<file path="config.mk">
export PLATFORM = sky130hd
export DESIGN_NAME = spi_bus_initiator_flat
export DESIGN_NICKNAME = d
export VERILOG_FILES = /design/src/rtl/pet_spi_pkg.sv /design/src/rtl/spi_bus_initiator_if.sv /design/src/rtl/spi_bus_initiator_sync_bit.sv /design/src/rtl/spi_bus_initiator.sv /design/src/flat_wrapper.sv
export SDC_FILE = /design/constraint.sdc
export NUM_CORES = 1
export LEC_CHECK = 0
export CORE_MARGIN = 4
export CORE_UTILIZATION = 39
export CTS_CLUSTER_SIZE = 24
export DETAILED_ROUTE_END_ITERATION = 8
export SLEW_MARGIN = 30
export SYNTH_ARGS = -nofsm -noshare
export SYNTH_HDL_FRONTEND = slang
export SYNTH_SLANG_ARGS = --single-unit
</file>
<file path="constraint.sdc">
create_clock -name clk_i -period 2.9 [get_ports clk_i]
set_input_delay 0.435 -clock clk_i [delete_from_list [all_inputs] [get_ports clk_i]]
set_output_delay 0.435 -clock clk_i [all_outputs]
set_load 0.02 [all_outputs]
</file>
<file path="src/rtl/pet_spi_pkg.sv">
// Shared types and widths for the SPI bus initiator and the bus-side targets.
package pet_spi_pkg;

  localparam int unsigned ADDR_W = 17;
  localparam int unsigned DATA_W = 8;

  typedef enum logic [2:0] {
    OP_WRITE = 3'b001,
    OP_READ  = 3'b010
  } spi_op_t;

  typedef enum logic [2:0] {
    StIdle,
    StCmd,
    StAddrHi,
    StAddrLo,
    StWrData,
    StRdTurn,
    StRdData,
    StIgnore
  } spi_state_t;

endpackage

</file>
<file path="src/rtl/spi_bus_initiator_if.sv">
// SPI pins plus the bus strobe/address/data signals of the initiator.
interface spi_bus_initiator_if;
  import pet_spi_pkg::*;

  logic              spi_cs_n_i;
  logic              spi_sck_i;
  logic              spi_sdi_i;
  logic              spi_sdo_o;
  logic [ADDR_W-1:0] spi_addr_o;
  logic [DATA_W-1:0] spi_data_o;
  logic              spi_wr_en_o;
  logic              spi_rd_en_o;
  logic [DATA_W-1:0] spi_rd_data_i;

  // Initiator side: takes the SPI pins, drives the bus.
  modport master (
    input  spi_cs_n_i, spi_sck_i, spi_sdi_i, spi_rd_data_i,
    output spi_sdo_o, spi_addr_o, spi_data_o, spi_wr_en_o, spi_rd_en_o
  );

  // Environment side: MCU pins and bus targets.
  modport slave (
    output spi_cs_n_i, spi_sck_i, spi_sdi_i, spi_rd_data_i,
    input  spi_sdo_o, spi_addr_o, spi_data_o, spi_wr_en_o, spi_rd_en_o
  );

endinterface

</file>
<file path="src/rtl/spi_bus_initiator_sync_bit.sv">
// Flop-chain synchronizer for one asynchronous input bit.
module spi_bus_initiator_sync_bit #(
  parameter int unsigned SYNC_STAGES = 2
) (
  input  logic clk_i,
  input  logic reset_i,
  input  logic d_i,
  output logic q_o
);

  logic [SYNC_STAGES-1:0] chain_q;

  // Shift the input down the chain; clears to 0 so a CS_N held low across reset
  // is never mistaken for a fresh falling edge.
  always_ff @(posedge clk_i) begin
    if (reset_i) begin
      chain_q <= '0;
    end else begin
      chain_q[0] <= d_i;
      for (int i = 1; i < SYNC_STAGES; i++) chain_q[i] <= chain_q[i-1];
    end
  end

  assign q_o = chain_q[SYNC_STAGES-1];

endmodule

</file>
<file path="src/rtl/spi_bus_initiator.sv">
// SPI mode-0 target that turns host frames into single-cycle bus write/read strobes.
module spi_bus_initiator
  import pet_spi_pkg::*;
#(
  parameter int unsigned SYNC_STAGES = 2,
  parameter int unsigned RD_LATENCY  = 1
) (
  input logic               clk_i,
  input logic               reset_i,
  spi_bus_initiator_if.master bus
);

  logic cs_s, sck_s, sdi_s;
  logic cs_q, sck_q;
  logic sck_rise, sck_fall, cs_fall, rd_capture;
  logic [DATA_W-1:0] byte_in;

  spi_state_t        state_q;
  logic [2:0]        op_q;
  logic [2:0]        bit_cnt_q;
  logic [6:0]        shift_q;
  logic [DATA_W-1:0] so_q;
  logic [DATA_W-1:0] data_q;
  logic [ADDR_W-1:0] addr_q;
  logic              first_q;
  logic              wr_en_q;
  logic              rd_en_q;
  logic              sdo_q;
  logic [RD_LATENCY-1:0] rd_pipe_q;

  spi_bus_initiator_sync_bit #(.SYNC_STAGES(SYNC_STAGES)) u_sync_cs (
    .clk_i(clk_i), .reset_i(reset_i), .d_i(bus.spi_cs_n_i), .q_o(cs_s)
  );
  spi_bus_initiator_sync_bit #(.SYNC_STAGES(SYNC_STAGES)) u_sync_sck (
    .clk_i(clk_i), .reset_i(reset_i), .d_i(bus.spi_sck_i), .q_o(sck_s)
  );
  spi_bus_initiator_sync_bit #(.SYNC_STAGES(SYNC_STAGES)) u_sync_sdi (
    .clk_i(clk_i), .reset_i(reset_i), .d_i(bus.spi_sdi_i), .q_o(sdi_s)
  );

  // Previous synchronized levels for edge detection.
  always_ff @(posedge clk_i) begin
    if (reset_i) begin
      cs_q  <= 1'b0;
      sck_q <= 1'b0;
    end else begin
      cs_q  <= cs_s;
      sck_q <= sck_s;
    end
  end

  assign sck_rise = sck_s & ~sck_q;
  assign sck_fall = ~sck_s & sck_q;
  assign cs_fall  = cs_q & ~cs_s;
  assign byte_in  = {shift_q, sdi_s};

  // Read strobe delay line; the tap marks the cycle the bus data is valid.
  always_ff @(posedge clk_i) begin
    if (reset_i) begin
      rd_pipe_q <= '0;
    end else begin
      rd_pipe_q[0] <= rd_en_q;
      for (int i = 1; i < RD_LATENCY; i++) rd_pipe_q[i] <= rd_pipe_q[i-1];
    end
  end

  assign rd_capture = rd_pipe_q[RD_LATENCY-1] &&
                      (state_q == StRdTurn || state_q == StRdData);

  // Frame FSM with registered strobes, address, data and SDO.
  always_ff @(posedge clk_i) begin
    if (reset_i) begin
      state_q   <= StIdle;
      op_q      <= '0;
      bit_cnt_q <= '0;
      shift_q   <= '0;
      so_q      <= '0;
      data_q    <= '0;
      addr_q    <= '0;
      first_q   <= 1'b0;
      wr_en_q   <= 1'b0;
      rd_en_q   <= 1'b0;
      sdo_q     <= 1'b0;
    end else begin
      wr_en_q <= 1'b0;
      rd_en_q <= 1'b0;

      // Returned data reloads the shifter; bits leave MSB first on each SCK fall.
      if (rd_capture) begin
        so_q <= bus.spi_rd_data_i;
      end else if (sck_fall && state_q == StRdData && !cs_s) begin
        so_q <= {so_q[DATA_W-2:0], 1'b0};
      end

      if (cs_s) begin
        state_q   <= StIdle;
        bit_cnt_q <= '0;
        sdo_q     <= 1'b0;
      end else begin
        if (sck_fall) sdo_q <= (state_q == StRdData) ? so_q[DATA_W-1] : 1'b0;

        if (state_q == StIdle) begin
          if (cs_fall) begin
            state_q   <= StCmd;
            bit_cnt_q <= '0;
          end
        end else if (sck_rise) begin
          shift_q   <= byte_in[6:0];
          bit_cnt_q <= bit_cnt_q + 3'd1;
          if (bit_cnt_q == 3'd7) begin
            unique case (state_q)
              StCmd: begin
                op_q       <= byte_in[7:5];
                addr_q[16] <= byte_in[0];
                state_q    <= StAddrHi;
              end
              StAddrHi: begin
                addr_q[15:8] <= byte_in;
                state_q      <= StAddrLo;
              end
              StAddrLo: begin
                addr_q[7:0] <= byte_in;
                first_q     <= 1'b1;
                if (op_q == OP_WRITE) begin
                  state_q <= StWrData;
                end else if (op_q == OP_READ) begin
                  rd_en_q <= 1'b1;
                  state_q <= StRdTurn;
                end else begin
                  state_q <= StIgnore;
                end
              end
              StWrData: begin
                data_q  <= byte_in;
                wr_en_q <= 1'b1;
                first_q <= 1'b0;
                if (!first_q) addr_q <= addr_q + 1'b1;
              end
              StRdTurn: state_q <= StRdData;
              StRdData: begin
                addr_q  <= addr_q + 1'b1;
                rd_en_q <= 1'b1;
              end
              default: ;
            endcase
          end
        end
      end
    end
  end

  assign bus.spi_sdo_o   = sdo_q;
  assign bus.spi_addr_o  = addr_q;
  assign bus.spi_data_o  = data_q;
  assign bus.spi_wr_en_o = wr_en_q;
  assign bus.spi_rd_en_o = rd_en_q;

endmodule
</file>
<file path="src/flat_wrapper.sv">
// flat-port wrapper written by rule: the top's interface ports become plain ports
module spi_bus_initiator_flat import pet_spi_pkg::*;
#(
  parameter int unsigned SYNC_STAGES = 2,
  parameter int unsigned RD_LATENCY  = 1
)
  (clk_i, reset_i, bus_spi_cs_n_i, bus_spi_sck_i, bus_spi_sdi_i, bus_spi_rd_data_i, bus_spi_sdo_o, bus_spi_addr_o, bus_spi_data_o, bus_spi_wr_en_o, bus_spi_rd_en_o);
  spi_bus_initiator_if bus_i ();
  input logic clk_i;
  input logic reset_i;
  input wire logic [$bits(bus_i.spi_cs_n_i)-1:0] bus_spi_cs_n_i;
  input wire logic [$bits(bus_i.spi_sck_i)-1:0] bus_spi_sck_i;
  input wire logic [$bits(bus_i.spi_sdi_i)-1:0] bus_spi_sdi_i;
  input wire logic [$bits(bus_i.spi_rd_data_i)-1:0] bus_spi_rd_data_i;
  output wire logic [$bits(bus_i.spi_sdo_o)-1:0] bus_spi_sdo_o;
  output wire logic [$bits(bus_i.spi_addr_o)-1:0] bus_spi_addr_o;
  output wire logic [$bits(bus_i.spi_data_o)-1:0] bus_spi_data_o;
  output wire logic [$bits(bus_i.spi_wr_en_o)-1:0] bus_spi_wr_en_o;
  output wire logic [$bits(bus_i.spi_rd_en_o)-1:0] bus_spi_rd_en_o;
  assign bus_i.spi_cs_n_i = bus_spi_cs_n_i;
  assign bus_i.spi_sck_i = bus_spi_sck_i;
  assign bus_i.spi_sdi_i = bus_spi_sdi_i;
  assign bus_i.spi_rd_data_i = bus_spi_rd_data_i;
  assign bus_spi_sdo_o = bus_i.spi_sdo_o;
  assign bus_spi_addr_o = bus_i.spi_addr_o;
  assign bus_spi_data_o = bus_i.spi_data_o;
  assign bus_spi_wr_en_o = bus_i.spi_wr_en_o;
  assign bus_spi_rd_en_o = bus_i.spi_rd_en_o;
  spi_bus_initiator #(.SYNC_STAGES(SYNC_STAGES), .RD_LATENCY(RD_LATENCY)) u_core (.clk_i(clk_i), .reset_i(reset_i), .bus(bus_i));
endmodule
</file>
==> results.txt <==
The simple-gate share of the synthesized area came out at 0.240. The critical path ends at u_core.bus.spi_data_o[2]$_SDFFE_PP0P_. The clock buffer count from CTS is 9. The filler cells instantiated in the layout total 720.

The post-layout net count is 384. The placed wire-length estimate came out at 4.68 mm. The area of the die came out at 9040 um2. The routed design could run at a clock period as short as 2.22 ns.

STA classifies the critical path startpoint as a register. Of the total power, the clock network draws 0.504. The number of clock sinks seen by CTS came out at 62. The biggest fanout along the worst timing path came out at 8. The share of synthesized area occupied by flip-flops and latches came out at 0.420.

The cell leakage power is 1.24 nW. The number of pins exceeding their max-slew limit in the final report is 0. The total nets after synthesis came out at 351. The overall die width is 95.1 um. After clock tree synthesis, the repair step resized 0 gates. The signal arrival time at the worst endpoint is 2.43 ns.

The mean post-synth cell area is 8.83 um2. The distinct cell type count after synthesis is 55. The multi-input gate area in the final layout is 1600 um2. The largest vdd supply drop came out at 0.000283 V.

The number of antenna diodes in the final layout is 0. The switching power total is 376 uW. The clock transition at the registers of the reported paths came out at 0.07 ns. The number of warnings printed during yosys synthesis came out at 0. The first-pass GRT wire length is 11.4 mm. At the end of routability-driven placement, the weighted congestion stood at 0.839. The number of synthesized flops with an enable pin came out at 0. The mapped netlist covers 2960 um2. In this run the worst hold path is classified as register to register. The power density over the cells is 508 nW/um2.

TritonCTS built the clock tree. The via count of the first global-routing pass came out at 2329. The vertical die dimension is 95.1 um. Entering global routing, the biggest net connects 38 pins. The number of remaining DRC errors came out at 0. The endpoint identified for the worst register-to-register timing path is u_core.bus.spi_data_o[2]$_SDFFE_PP0P_. The hold violation count in the final report came out at 0. The maximum clock frequency is 0.450 GHz. Along the worst hold path, the cell count comes to 1.

Setup repair after global routing left no endpoint under its margin. The minimum setup slack among reg-to-reg paths is 0.68 ns. The via density per instance is 5.35. The maximum level of the CTS H-tree came out at 3. In the global route stage, overall resource usage came out at 0.163. After clock tree synthesis, the setup repair step added 0 buffers. The synthesized-area fraction occupied by ao, oa, aoi and oai cells is 0.193. The length in cells of the worst reg-to-reg path came out at 7. Between clock sinks in the finished design, the worst skew comes to 0.00659 ns.

The number of flip-flops and latches in the synthesized netlist is 62. The register area is 1240 um2. The final-report setup violation count is 0. The clock reaches the later pin of the worst-skew pair after 0.34 ns. The commonest register cell after synthesis is sky130_fd_sc_hd__dfxtp_1. The internal power component is 1.48 mW. The finished cells cover 3650 um2. The run finished with clean final reports. For this design, the slowest cell found on the critical path is sky130_fd_sc_hd__or3_1. The placement-stage cell area came out at 3400 um2. The number of cells produced by synthesis came out at 335. The cell total after placement is 456.

The number of I/O pins came out at 41. The buffer levels on the longest clock path came out at 2. The critical path is of the register to register type. The post-route setup TNS is 0 ns. The CTS root buffer is sky130_fd_sc_hd__clkbuf_8.

The routed wirelength normalized by instance count came out at 14.5 um. The worst setup path is captured at a register. The core region area is 7290 um2. Of the total synthesized cell area, the portion taken by full adders, half adders and majority gates is 0.0127. At the worst endpoint, the required time is 3.11 ns.

The quantity of hold-fixing buffers added after cts is 0. The layout-stage area growth over the synthesis result is 23.5%. The first-pass detailed-route iteration total is 4. The multiplexer area fraction after synthesis came out at 0.0880.

The post-layout instance count excluding filler cells is 472. Of the total synthesized cell area, the portion taken by XOR and XNOR cells is 0.00592. The number of routed nets with antenna violations came out at 0. The maximum single-stage delay on the critical path is 0.54 ns. The transition at the pin with the smallest max-transition slack is 0.709 ns.

The signal on the critical path passes through ha_1 > ha_1 > inv_1 > or3_1 > nor3_4 > mux2i_1 > nor2_1. The cell that appears most often on the critical path is sky130_fd_sc_hd__ha_1. After the first detailed-routing iteration, the DRC count stood at 176. The startpoint of the tightest hold check path is u_core.u_sync_sck.chain_q[0]$_SDFF_PP0_. The number of rows in the core area is 31. The largest family of logic cells by synthesized area is simple AND/OR/NAND/NOR gates. The proportion of power drawn by flip-flops and latches is 0.466. The initial standard-cell utilization of the core is 0.405. The number of port buffers is 40.

The share of total power dissipated in combinational logic is 0.029. The layout cell share with drive strength beyond 1 came out at 0.0804. In this run the worst setup path begins at u_core.bit_cnt_q[0]$_SDFFE_PP0P_. The relative max-transition margin is 0.524. Once layout is complete, the utilization of the core stands at 0.501. The global-route congestion overflow total is 0. The share of the cycle needed by the critical path after routing came out at 0.766. The startpoint identified for the worst register-to-register timing path is u_core.bit_cnt_q[0]$_SDFFE_PP0P_. The number of antenna violations at the first check in global routing came out at 0. The wire length reported by the detailed router is 6.82 mm.

The number of maximum-capacitance constraint violations came out at 0. The share of flip-flops with an asynchronous set or reset is 0. The via count is 2525.

Of the total power, the share spent switching nets is 0.203.
## worst max-delay path: cells and delay by family (launching register included)
kind | cells | cell delay [ns]
multiplexers | 1 | 0.24
AND/OR/NAND/NOR | 3 | 1.06
buffers and inverters | 1 | 0.08
adder cells (fa/ha/maj) | 2 | 0.35
flip-flops | 1 | 0.35
## layer usage
metal | wire (um) | track usage
met2 | 2850 | 0.223
met1 | 3450 | 0.227
met3 | 367 | 0.0489
met4 | 149 | 0.0853
met5 | 0 | 0
## registers in the layout, indices dropped and copies added (netlist names)
signal                     count
u_core.bit_cnt_q               3
u_core.rd_pipe_q               1
u_core.so_q                    8
u_core.u_sync_cs.chain_q       2
u_core.bus.spi_addr_o         17
u_core.first_q                 1
u_core.shift_q                 7
u_core.bus.spi_wr_en_o         1
u_core.u_sync_sdi.chain_q      2
u_core.bus.spi_data_o          8
u_core.cs_q                    1
u_core.bus.spi_rd_en_o         1
u_core.sck_q                   1
u_core.state_q                 3
u_core.bus.spi_sdo_o           1
u_core.op_q                    3
u_core.u_sync_sck.chain_q      2
## through the flow
step / setup slack, ns / total power [mW] / hold slack, ns
global placement: 0.744 / 0.940 / 0.416
global route: 0.491 / 1.92 / 0.455
floorplan: 0.961 / 0.916 / 0.414
finish: 0.680 / 1.86 / 0.440
detailed placement: 0.686 / 0.940 / 0.428
CTS: 0.663 / 1.88 / 0.440
## cells in the mapped netlist (all sizes together), types with 8 or more instances
| cell type | number | share of area |
|---|---|---|
| buf | 9 | 0.017 |
| a211oi | 10 | 0.025 |
| a21oi | 26 | 0.048 |
| mux2i | 26 | 0.088 |
| nor2b | 13 | 0.028 |
| nand3 | 8 | 0.014 |
| nor2 | 38 | 0.048 |
| dfxtp | 62 | 0.42 |
| nor3 | 9 | 0.024 |
| nand2b | 9 | 0.022 |
| o21ai | 18 | 0.030 |
| clkbuf | 12 | 0.015 |
| nand2 | 20 | 0.025 |
## cells by family (layout without fill, tap and decap cells)
logic type / count (synthesis) / after routing
AO/OA/AOI/OAI: 85 / 85
XOR/XNOR: 2 / 2
multiplexers: 26 / 26
flip-flops: 62 / 62
AND/OR/NAND/NOR: 130 / 130
buffers and inverters: 27 / 65
adder cells (fa/ha/maj): 3 / 3
## layout by cell type, fill, tap and decap left out, types with 3 or more instances in the layout
cell type and n:
sky130_fd_sc_hd__a211oi_1 10, sky130_fd_sc_hd__a21oi_1 25, sky130_fd_sc_hd__a22oi_1 3, sky130_fd_sc_hd__a31oi_1 3
sky130_fd_sc_hd__and3_1 3, sky130_fd_sc_hd__and4_1 4, sky130_fd_sc_hd__buf_4 3, sky130_fd_sc_hd__bufinv_16 3
sky130_fd_sc_hd__clkbuf_8 10, sky130_fd_sc_hd__clkdlybuf4s50_1 39, sky130_fd_sc_hd__dfxtp_1 62, sky130_fd_sc_hd__ha_1 3
sky130_fd_sc_hd__inv_1 6, sky130_fd_sc_hd__mux2i_1 26, sky130_fd_sc_hd__nand2_1 20, sky130_fd_sc_hd__nand2b_1 8
sky130_fd_sc_hd__nand3_1 8, sky130_fd_sc_hd__nand4_1 5, sky130_fd_sc_hd__nor2_1 38, sky130_fd_sc_hd__nor2b_1 13
sky130_fd_sc_hd__nor3_1 5, sky130_fd_sc_hd__nor3_2 3, sky130_fd_sc_hd__nor4_1 4, sky130_fd_sc_hd__o21ai_0 17
sky130_fd_sc_hd__o31a_1 3, sky130_fd_sc_hd__o41ai_1 4, sky130_fd_sc_hd__or3_1 4
## power by group through the flow
stage	registers (mW)	clock network [mW]	logic [mW]
floorplan	0.879	0	0.0365
global placement	0.885	0	0.0547
detailed placement	0.885	0	0.0546
CTS	0.866	0.961	0.0550
global route	0.866	0.996	0.0599
finish	0.866	0.936	0.0545
## how the worst min path moves through the flow
stage                     slack (ns)                                 endpoint
after detailed placement        0.43   u_core.u_sync_cs.chain_q[1]$_SDFF_PP0_
after global placement          0.42   u_core.u_sync_cs.chain_q[1]$_SDFF_PP0_
after global routing            0.45   u_core.u_sync_cs.chain_q[1]$_SDFF_PP0_
after CTS                       0.44   u_core.u_sync_cs.chain_q[1]$_SDFF_PP0_
final                           0.44  u_core.u_sync_sck.chain_q[1]$_SDFF_PP0_
after floorplan                 0.41   u_core.u_sync_cs.chain_q[1]$_SDFF_PP0_
## layout make-up
class / instances / share of cell area
Clock buffer: 11 / 0.0387
Sequential cell: 62 / 0.340
Timing Repair Buffer: 43 / 0.114
Tap cell: 99 / 0.0339
Multi-Input combinational cell: 246 / 0.438
Inverter: 6 / 0.00617
Clock inverter: 5 / 0.0291
Note: power is estimated with default switching activity, not from simulation.
==> RTL edit 1: new RTL, config.mk and constraints unchanged <==
Change the package constant `ADDR_W` from 17 to 25.
--- a/src/rtl/pet_spi_pkg.sv
+++ b/src/rtl/pet_spi_pkg.sv
@@ -1,7 +1,7 @@
 // Shared types and widths for the SPI bus initiator and the bus-side targets.
 package pet_spi_pkg;
 
-  localparam int unsigned ADDR_W = 17;
+  localparam int unsigned ADDR_W = 25;
   localparam int unsigned DATA_W = 8;
 
   typedef enum logic [2:0] {
Interface: changed (resized bus_spi_addr_o); port bits go from 41 to 49. The function was not compared with the original's and may differ.
==> RTL edit 1 against the unedited design <==
Total power is essentially flat; die area grew 16%; utilization shrank 1.7 points; wire length grew 37%; area after synthesis grew 18%; hold slack gained 2.2 ps; largest power group is now registers; setup slack lost 250 ps; cell count grew 18%; final area grew 15%; sequential cell count grew 8.
==> RTL edit 1: results (changes against the unedited design) <==
| Metric | Value |
|---|---|
| Status | complete, no violations |
| Syn nets | 427 (+22%) |
| Layout Nets | 460 (+20%) |
| Placed Cells | 541 (+19%) |
| Placer Congestion | 0.869 (+3.6%) |
| Placed Area | 4010 µm² (+18%) |
| Tot GR Track Use | 0.183 (+0.0202) |
| Drt total wl | 9350 µm (+37%) |
| First-pass GRT wire length | 15,300 µm (+34%) |
| Non-Filler Instances | 557 (+18%) |
| Largest net degree at the start of global routing | 62 (+63%) |
| Ranking of synthesized cells by area | dfxtp_1, a21oi_1, mux2i_1, nor2_1, nand2_1 |
| Max reg flops | 25 (+8) |
| Port bufs | 48 (+20%) |
| Crit path max fanout | 22 (+14) |
| Final Skew | 8.72 ps (+2.13 ps) |
| Vias in the first global route | 2,995 (+29%) |
| Post-synthesis sequential area ratio | 0.402 (-0.0174) |
| Worst slew pin tran | 836 ps (+127 ps) |
| Slowest stage cell, crit path | nor4_1 |
| Place WS | 478 ps (-208 ps) |
| Fillers | 848 (+18%) |
| Worst VDD drop | 0.000283 V (about the same) |
| Starting DRT DRC Count | 237 (+35%) |
| DR vias | 3,286 (+30%) |
| Post-Syn Instances | 411 (+23%) |
| Max incr delay on CP | 460 ps (-80 ps) |
| Count of cell types in the netlist | 61 (+11%) |
| P_leak | 1.43 nW (+16%) |
| Commonest cells in the netlist | dfxtp_1, a21oi_1, nor2_1 |
==> RTL edit 1: worst paths after layout <==
path | from | end | slack (ps) | cells after the start
setup / recovery | u_core.bit_cnt_q[0] | u_core.bus.spi_addr_o[24] | 430 | 6
setup reg to reg | u_core.bit_cnt_q[0] | u_core.bus.spi_addr_o[24] | 430 | 6
hold reg to reg | u_core.u_sync_cs.chain_q[0] | u_core.u_sync_cs.chain_q[1] | 440 | 1
hold / removal | u_core.u_sync_cs.chain_q[0] | u_core.u_sync_cs.chain_q[1] | 440 | 1
==> RTL edit 1: layer usage <==
metal,vias to the layer above,part of all wire,global-route usage
li1,1600,-,-
met1,1574,0.48,0.266
met2,103,0.45,0.272
met3,9,0.055,0.0304
met4,0,0.014,0.0666
met5,-,0,0
==> RTL edit 1: layout make-up <==
class | instances | area [µm²] | share of cell area
clock buffers | 12 | 155 | 0.0368
clock inverters | 4 | 45.0 | 0.0107
inverters | 6 | 22.5 | 0.00534
multi-input cells | 301 | 1920 | 0.455
flip-flops and latches | 70 | 1400 | 0.333
well taps | 108 | 135 | 0.0321
repair buffers | 56 | 536 | 0.127
==> RTL edit 1: worst max-delay path: cells and delay by family (launching register included) <==
family                     cells  cell delay, ps
and+or+nand+nor                3            1240
adders and majority gates      2             380
muxes                          1             370
DFF                            1             360
==> RTL edit 1: where the power goes <==
group | switching [W] | internal [W]
clock | 0.000364 | 0.000441
combinational | 0.0000421 | 0.0000322
sequential | 0.00000842 | 0.000968
==> RTL edit 1: kinds of logic after synthesis <==
logic type               share of synthesized area
AO/OA/AOI/OAI                                0.218
AND/OR/NAND/NOR                              0.259
flip-flops                                   0.402
multiplexers                                0.0582
XOR/XNOR                                   0.00503
adder cells (fa/ha/maj)                     0.0108
buffers and inverters                       0.0464
==> RTL edit 2: new RTL, config.mk and constraints unchanged <==
Made on the original files. Re-encode `spi_state_t` (8 states) as one-hot, 8 bits wide.
--- a/src/rtl/pet_spi_pkg.sv
+++ b/src/rtl/pet_spi_pkg.sv
@@ -9,15 +9,15 @@
     OP_READ  = 3'b010
   } spi_op_t;
 
-  typedef enum logic [2:0] {
-    StIdle,
-    StCmd,
-    StAddrHi,
-    StAddrLo,
-    StWrData,
-    StRdTurn,
-    StRdData,
-    StIgnore
+  typedef enum logic [7:0] {
+    StIdle   = 8'b00000001,
+    StCmd    = 8'b00000010,
+    StAddrHi = 8'b00000100,
+    StAddrLo = 8'b00001000,
+    StWrData = 8'b00010000,
+    StRdTurn = 8'b00100000,
+    StRdData = 8'b01000000,
+    StIgnore = 8'b10000000
   } spi_state_t;
 
 endpackage
Check against the original RTL: no difference found for any inputs over 10 cycles, from zero or initial values and one cycle with reset_i high; not proved beyond that.
==> RTL edit 2 against the unedited design <==
Hold slack got worse by 1.2 ps; first-iteration DRC count rose by 34%; sequential cell count rose by 5; setup slack got worse by 310 ps; wire length rose by 16%; final area rose by 7.6%; clock power fell by 6.1%; area after synthesis rose by 9.5%; total power rose by 1.1%; critical path type unchanged; critical endpoint is now u_core.so_q[3].
==> RTL edit 2: results (changes against the unedited design) <==
| Metric | Value |
|---|---|
| First-pass GRT wire length | 13,400 µm (+17%) |
| DR vias | 2,890 (+14%) |
| Seq. pwr | 0.000932 W (+7.6%) |
| Met2 wire len | 3350 µm (+18%) |
| P_leak | 1.44 nW (+17%) |
| Met2 Usage GRT | 0.235 (+0.0112) |
| Count of cell types in the netlist | 52 (-5.5%) |
| First-pass detailed-route iteration total | 5 (+1) |
| Post-Synth XOR/XNOR Area | 0.0135 (+0.00760) |
| Average cell area after synthesis | 8.61 µm² (-2.4%) |
| Placer Congestion | 0.903 (+7.6%) |
| Int Pwr | 0.00146 W (-1.1%) |
| M3 GR Usage | 0.0323 (-0.0167) |
| Placed Cells | 501 (+9.9%) |
| DP HPWL | 5560 µm (+19%) |
| Worst VDD drop | 0.000228 V (-19%) |
| Total design power | 0.00188 W (+1.1%) |
| Synth Area in Adders | 0.0116 (-0.00110) |
| Met3 WL post-DR | 376 µm (+2.5%) |
| Layout Nets | 427 (+11%) |
| Layout cells sized above 1 | 0.0889 (+0.00851) |
| M1 GR Usage | 0.244 (+0.0170) |
| Vias/cell | 5.58 (+4.3%) |
| Tot GR Track Use | 0.165 (+0.00216) |
| Compound-Gate Fraction of Synth Area | 0.196 (+0.00212) |
| Commonest cells in the netlist | dfxtp_1, nor2_1, a21oi_1 |
| Worst slew pin tran | 843 ps (+134 ps) |
| Post-synthesis mux area share | 0.0587 (-0.0293) |
| Status | complete, no violations |
| CP arrival | 2780 ps (+350 ps) |
| Final Skew | 10.8 ps (+4.16 ps) |
| Place WS | 371 ps (-314 ps) |
| Largest net degree at the start of global routing | 33 (-13%) |
RTL edit 2: path summary, 6_finish.rpt:
kind                                        to  depth (start not counted)                         start  slack (ps)
setup / recovery                u_core.so_q[3]                          5             u_core.state_q[7]         370
hold reg to reg   u_core.u_sync_sdi.chain_q[1]                          1  u_core.u_sync_sdi.chain_q[0]         440
hold / removal    u_core.u_sync_sdi.chain_q[1]                          1  u_core.u_sync_sdi.chain_q[0]         440
setup reg to reg                u_core.so_q[3]                          5             u_core.state_q[7]         370
RTL edit 2: area by class of cell:
| class | count | area, µm² |
|---|---|---|
| fill | 747 | 3960 |
| multi-input combinational | 278 | 1740 |
| sequential | 67 | 1340 |
| timing repair buffer | 51 | 475 |
| clock buffer | 10 | 138 |
| tap | 102 | 128 |
| clock inverter | 6 | 88.8 |
| inverter | 4 | 15.0 |
RTL edit 2: worst register-to-register path, delay by kind of cell (launching register included):
family / cells / cell delay, ps
AOI/OAI and AO/OA: 1 / 260
and+or+nand+nor: 3 / 1650
muxes: 1 / 180
DFF: 1 / 370
